[config.mk]
export PLATFORM = sky130hd
export DESIGN_NAME = fetch_stage
export DESIGN_NICKNAME = d
export VERILOG_FILES = /design/src/rtl/mips_fetch_pkg.sv /design/src/rtl/fetch_skid_buf.sv /design/src/rtl/fetch_stage.sv
export SDC_FILE = /design/constraint.sdc
export NUM_CORES = 1
export LEC_CHECK = 0
export CAP_MARGIN = 20
export CORE_UTILIZATION = 52
export DETAILED_ROUTE_END_ITERATION = 10
export PLACE_DENSITY_LB_ADDON = 0.3
export SLEW_MARGIN = 5
export SYNTH_ARGS = -nofsm -noshare
export SYNTH_HDL_FRONTEND = slang
export SYNTH_SLANG_ARGS = --single-unit
[constraint.sdc]
create_clock -name clk -period 8.45 [get_ports clk]
set_input_delay 1.69 -clock clk [delete_from_list [all_inputs] [get_ports clk]]
set_output_delay 1.69 -clock clk [all_outputs]
set_load 0.005 [all_outputs]
[src/rtl/mips_fetch_pkg.sv]
// Shared state encoding and constants for the MIPS instruction-fetch stage.
package mips_fetch_pkg;

    typedef enum logic [1:0] {
        ST_FETCH   = 2'd0,
        ST_HOLD    = 2'd1,
        ST_DISCARD = 2'd2
    } fetch_state_e;

    localparam logic [31:0] NOP_INSTR = 32'h0000_0000;
    localparam int unsigned PC_INCR   = 32'd4;

endpackage

[src/rtl/fetch_skid_buf.sv]
// One-entry skid buffer holding an instruction fetched while IF/ID was stalled.
module fetch_skid_buf
    import mips_fetch_pkg::*;
#(
    parameter int WIDTH = 32
) (
    input  logic             clk,
    input  logic             rst_n,
    input  logic             load_i,
    input  logic             clear_i,
    input  logic [WIDTH-1:0] instr_i,
    input  logic [WIDTH-1:0] pc_i,
    output logic             valid_o,
    output logic [WIDTH-1:0] instr_o,
    output logic [WIDTH-1:0] pc_o
);

    logic             valid_q;
    logic [WIDTH-1:0] instr_q;
    logic [WIDTH-1:0] pc_q;

    // Buffer storage; a clear wins over a simultaneous load.
    always_ff @(posedge clk or negedge rst_n) begin
        if (!rst_n) begin
            valid_q <= 1'b0;
            instr_q <= WIDTH'(NOP_INSTR);
            pc_q    <= '0;
        end else if (clear_i) begin
            valid_q <= 1'b0;
        end else if (load_i) begin
            valid_q <= 1'b1;
            instr_q <= instr_i;
            pc_q    <= pc_i;
        end
    end

    assign valid_o = valid_q;
    assign instr_o = instr_q;
    assign pc_o    = pc_q;

endmodule

[src/rtl/fetch_stage.sv]
// Instruction-fetch stage: owns the PC, runs the one-outstanding imem handshake,
// and feeds IF/ID with either a real instruction or a NOP bubble.
module fetch_stage
    import mips_fetch_pkg::*;
#(
    parameter int               WIDTH    = 32,
    parameter logic [WIDTH-1:0] RESET_PC = '0
) (
    input  logic             clk,
    input  logic             reset,
    input  logic             stall,
    input  logic             redirect,
    input  logic [WIDTH-1:0] redirect_pc,
    output logic             imem_req,
    output logic [WIDTH-1:0] imem_addr,
    input  logic             imem_ack,
    input  logic [WIDTH-1:0] imem_rdata,
    output logic             if_valid,
    output logic [WIDTH-1:0] if_instr,
    output logic [WIDTH-1:0] if_pc,
    output logic [WIDTH-1:0] if_pc_plus4
);

    localparam logic [WIDTH-1:0] INCR = WIDTH'(PC_INCR);
    localparam logic [WIDTH-1:0] NOP  = WIDTH'(NOP_INSTR);

    fetch_state_e     state_q, state_d;
    logic [WIDTH-1:0] pc_q, pc_d;
    logic [WIDTH-1:0] stale_q, stale_d;
    logic             active_q;
    logic             buf_load_s, buf_clear_s, buf_valid_s;
    logic [WIDTH-1:0] buf_instr_s, buf_pc_s;

    fetch_skid_buf #(.WIDTH(WIDTH)) u_skid (
        .clk     (clk),
        .rst_n   (reset),
        .load_i  (buf_load_s),
        .clear_i (buf_clear_s),
        .instr_i (imem_rdata),
        .pc_i    (pc_q),
        .valid_o (buf_valid_s),
        .instr_o (buf_instr_s),
        .pc_o    (buf_pc_s)
    );

    // Next-state, PC update and IF/ID-facing outputs.
    always_comb begin
        state_d     = state_q;
        pc_d        = pc_q;
        stale_d     = stale_q;
        buf_load_s  = 1'b0;
        buf_clear_s = 1'b0;
        imem_req    = 1'b0;
        imem_addr   = pc_q;
        if_valid    = 1'b0;
        if_instr    = NOP;
        if_pc       = pc_q;
        case (state_q)
            ST_FETCH: begin
                // active_q keeps the request low until the first edge out of reset
                imem_req = active_q;
                if (redirect) begin
                    pc_d        = redirect_pc;
                    buf_clear_s = 1'b1;
                    if (active_q && !imem_ack) begin
                        stale_d = pc_q;
                        state_d = ST_DISCARD;
                    end else begin
                        state_d = ST_FETCH;
                    end
                end else if (active_q && imem_ack) begin
                    if_valid = 1'b1;
                    if_instr = imem_rdata;
                    pc_d     = pc_q + INCR;
                    if (stall) begin
                        buf_load_s = 1'b1;
                        state_d    = ST_HOLD;
                    end else begin
                        state_d = ST_FETCH;
                    end
                end else begin
                    state_d = ST_FETCH;
                end
            end
            ST_HOLD: begin
                if_pc = buf_pc_s;
                if (redirect) begin
                    pc_d        = redirect_pc;
                    buf_clear_s = 1'b1;
                    state_d     = ST_FETCH;
                end else begin
                    if_valid = buf_valid_s;
                    if_instr = buf_valid_s ? buf_instr_s : NOP;
                    if (!stall) begin
                        buf_clear_s = 1'b1;
                        state_d     = ST_FETCH;
                    end else begin
                        state_d = ST_HOLD;
                    end
                end
            end
            ST_DISCARD: begin
                imem_req  = 1'b1;
                imem_addr = stale_q;
                if (redirect) begin
                    pc_d        = redirect_pc;
                    buf_clear_s = 1'b1;
                end else begin
                    pc_d = pc_q;
                end
                state_d = imem_ack ? ST_FETCH : ST_DISCARD;
            end
            default: begin
                buf_clear_s = 1'b1;
                state_d     = ST_FETCH;
            end
        endcase
        if_pc_plus4 = if_pc + INCR;
    end

    // State, PC and stale-address registers.
    always_ff @(posedge clk or negedge reset) begin
        if (!reset) begin
            state_q  <= ST_FETCH;
            pc_q     <= RESET_PC;
            stale_q  <= RESET_PC;
            active_q <= 1'b0;
        end else begin
            state_q  <= state_d;
            pc_q     <= pc_d;
            stale_q  <= stale_d;
            active_q <= 1'b1;
        end
    end

endmodule

==> impl_metrics.yaml <==
finish:
  register_area_mm2: 0.00330
  drive_gt1_frac: 0.230
  diodes: 0
  fill_cells: 1003
  syn_to_final_growth_pct: 34.9
  multi_input_area_mm2: 0.00406
  finalNetCount: 962
timing:
  finalClockSkew_ns: 0.00643
  max_freq_ghz: 0.172
  setup_tns_ns: 0
  hold_violations: 0
  fin_crit_sh: 0.690
  setup_viol: 0
  rsz0062_at_grt: "no"
  maxSlewHeadroom: 0.353
  tightest_slew_ns: 0.971
  slew_violations: 0
  finalCriticalPeriod_ns: 5.83
  final_critical_path_setup_slack_ns: 2.62
setup_path:
  path_cells: "inv_1, ha_2, buf_4, mux2_2, a21boi_0, nand4_2, nor4b_2, xor2_1, clkdlybuf4s50_1"
  end_kind: "output port"
  cp_slowest_cell: "a21boi_0"
  criticalPathCategory: "reg2out"
  rrSetupSlack_ns: 5.12
  worstPathArrival_ns: 4.14
  r2r_start: "state_q[1]"
  endpoint: "if_pc_plus4[31]"
  cp.required_ns: 6.76
  path_max_fanout: 62
  slowest_delay_ns: 0.59
  crit_start: "state_q[1]"
  ff2ff_path_depth: 8
  reg2reg_to: "u_skid.instr_o[11]"
  cp-start-kind: "flip-flop"
synthesis:
  synth_top_area_cell: "dfrtp_1"
  avgSynthCellArea_um2: 10.6
  netlist_instances: 724
  async_flop_share: 1.00
  synth_edf_count: 0
  synthDominantCellAreaShare: 0.430
  synth_cell_types: 49
  ys_seq_area_frac: 0.430
  syn_nets: 799
  synth_area_mm2: 0.00767
  ys_warn_count: 0
  synth_ff_type: "dfrtp_1"
  post_synth_main_area_contributors: "dfrtp_1, mux2_2, a22o_1"
  synth-seq-cells: 132
clocking:
  cts_max_path_buffers: 2
  numCtsBuffers: 17
  h-tree-depth: 4
  cts_hold_buffers: 0
  cts_num_sinks: 132
  cts-root-buf: "clkbuf_16"
  cts_resized: 0
  clk_latency_ns: 0.43
  postCtsSetupRepairBufs: 0
  clkSlewWorstSetupHoldPaths_ns: 0.06
  cts_tree: "done"
global_routing:
  gr-total-overflow: 0
  grt_pass1_wl_um: 32400
  grt_max_degree: 78
  antenna_found_initial: 0
  track_usage: 0.280
  first_global_vias: 6242
floorplanning:
  coreArea_mm2: 0.0145
  die_w_um: 123
  rows: 44
  ios: 199
  start_util: 0.530
  die-area_mm2: 0.0152
  die_height_um: 123
drt:
  ant_nets: 0
  met3_length_um: 1310
  viasPerCell: 6.06
  vias: 6569
  topRoutingLayerUsed: "met4"
  wire_per_inst_um: 19.6
  wl_met1_um: 8950
  first_pass_iters: 5
  met2_length_um: 10400
  drc: 0
  drt_iter0_markers: 557
  finalWirelength_um: 21300
pwr:
  p_int_mw: 1.81
  power_density_mw_per_mm2: 249
  p_seq_frac: 0.399
  power_frac_comb: 0.305
  ir_worst_vdd_v: 0.000221
  leakagePower_nw: 4.13
  p_switching_mw: 0.766
  p_clk_frac: 0.296
  swShare: 0.297
place:
  gp_congestion: 0.856
  hpwl_um: 14200
  dp_slack_ns: 2.51
  io_buffers: 198
min_path:
  min_from: "u_skid.valid_o"
  worstHoldPathType: "reg2reg"
outcome:
  status: "finished clean"
run:
  drv_cap: 0
[critical path, delay by kind of cell (launching register included)]
family,cells,cell delay (ns)
buf+inv,3,1.19
simple gates,2,0.71
compound gates,1,0.59
flops,1,0.40
mux,1,0.36
fa+ha+maj,1,0.21
xor+xnor,1,0.21
[cell usage after synthesis (10+ instances only)]
cell       instances
nand4_1           25
nand2_1           44
a22o_1            33
o21ai_0           27
dfrtp_1          132
buf_2             10
o22ai_1           16
nor2_1            21
inv_1             14
a2bb2oi_1         10
nand3_1           28
a21oi_1           44
mux2_2           151
and3_1            12
xnor2_1           18
clkbuf_1          42
[power groups by stage]
stage               Clock (mW)  Combinational, mW  Sequential (mW)
floorplan                    0              0.479            0.936
global placement             0              0.755             1.01
finish                   0.764              0.786             1.03
global route             0.797              0.854             1.06
CTS                      0.771              0.787             1.02
detailed placement           0              0.781             1.03
[cell type report]
class / count / area share
Tap cell: 184 / 0.0222
Sequential cell: 132 / 0.319
Multi-Input combinational cell: 513 / 0.392
Inverter: 14 / 0.00508
Clock inverter: 10 / 0.0123
Timing Repair Buffer: 209 / 0.203
Clock buffer: 22 / 0.0468
[layer usage]
metal / track usage / vias up
li1: - / 3015
met1: 0.358 / 3254
met2: 0.450 / 256
met3: 0.0673 / 44
met4: 0.123 / 0
met5: 0 / -
[worst min-delay path by stage]
stage	end	slack, ns	cells past startpoint
2_1_floorplan	u_skid.valid_o	0.44	1
3_3_place_gp	u_skid.valid_o	0.46	1
3_5_place_dp	u_skid.valid_o	0.47	1
4_1_cts	u_skid.valid_o	0.49	1
5_1_grt	u_skid.valid_o	0.51	1
6_report	u_skid.valid_o	0.48	1
[state kept, by name, indices dropped and copies added (netlist names)]
| register | count |
|---|---|
| u_skid.instr_o | 32 |
| state_q | 2 |
| u_skid.valid_o | 1 |
| pc_q | 32 |
| stale_q | 32 |
| u_skid.pc_o | 32 |
| active_q | 1 |
[cell usage in the layout (no fill, tap or decap), drive strengths merged, types with 7 or more instances in the layout]
cell type and count:
mux2i 7, clkdlybuf4s50 197, xor2 8, mux2 151
and3 12, inv 14, clkbuf 22, nand4 26
o22ai 16, a22o 33, buf 12, nand3 28
a21oi 44, a2bb2oi 10, nand4b 7, nor2 21
nand2 44, nor3 9, xnor2 18, dfrtp 132
o21ai 27
[cells by family after synthesis]
kind of cell,count (synthesis),share of synthesized area
and+or+nand+nor,167,0.120
adders and majority gates,6,0.00978
DFF,132,0.430
xor gates and xnor gates,26,0.0297
buffers and inverters,79,0.0447
AOI/OAI and AO/OA,155,0.134
muxes,158,0.231
other,1,0.000489
[per-stage QoR]
| stage | std cells | area (µm²) | hold WS [ns] | utilization | power, mW |
|---|---|---|---|---|---|
| 6_report | 1084 | 10400 | 0.483 | 0.715 | 2.58 |
| 5_1_grt | 1084 | 10400 | 0.505 | 0.715 | 2.71 |
| 4_1_cts | 1081 | 10300 | 0.487 | 0.711 | 2.58 |
| 3_5_place_dp | 1049 | 9680 | 0.475 | 0.669 | 1.81 |
| 3_3_place_gp | 1049 | 9680 | 0.460 | 0.669 | 1.77 |
| 2_1_floorplan | 724 | 7670 | 0.442 | - | 1.41 |
Power figures use the tool's default switching activity.
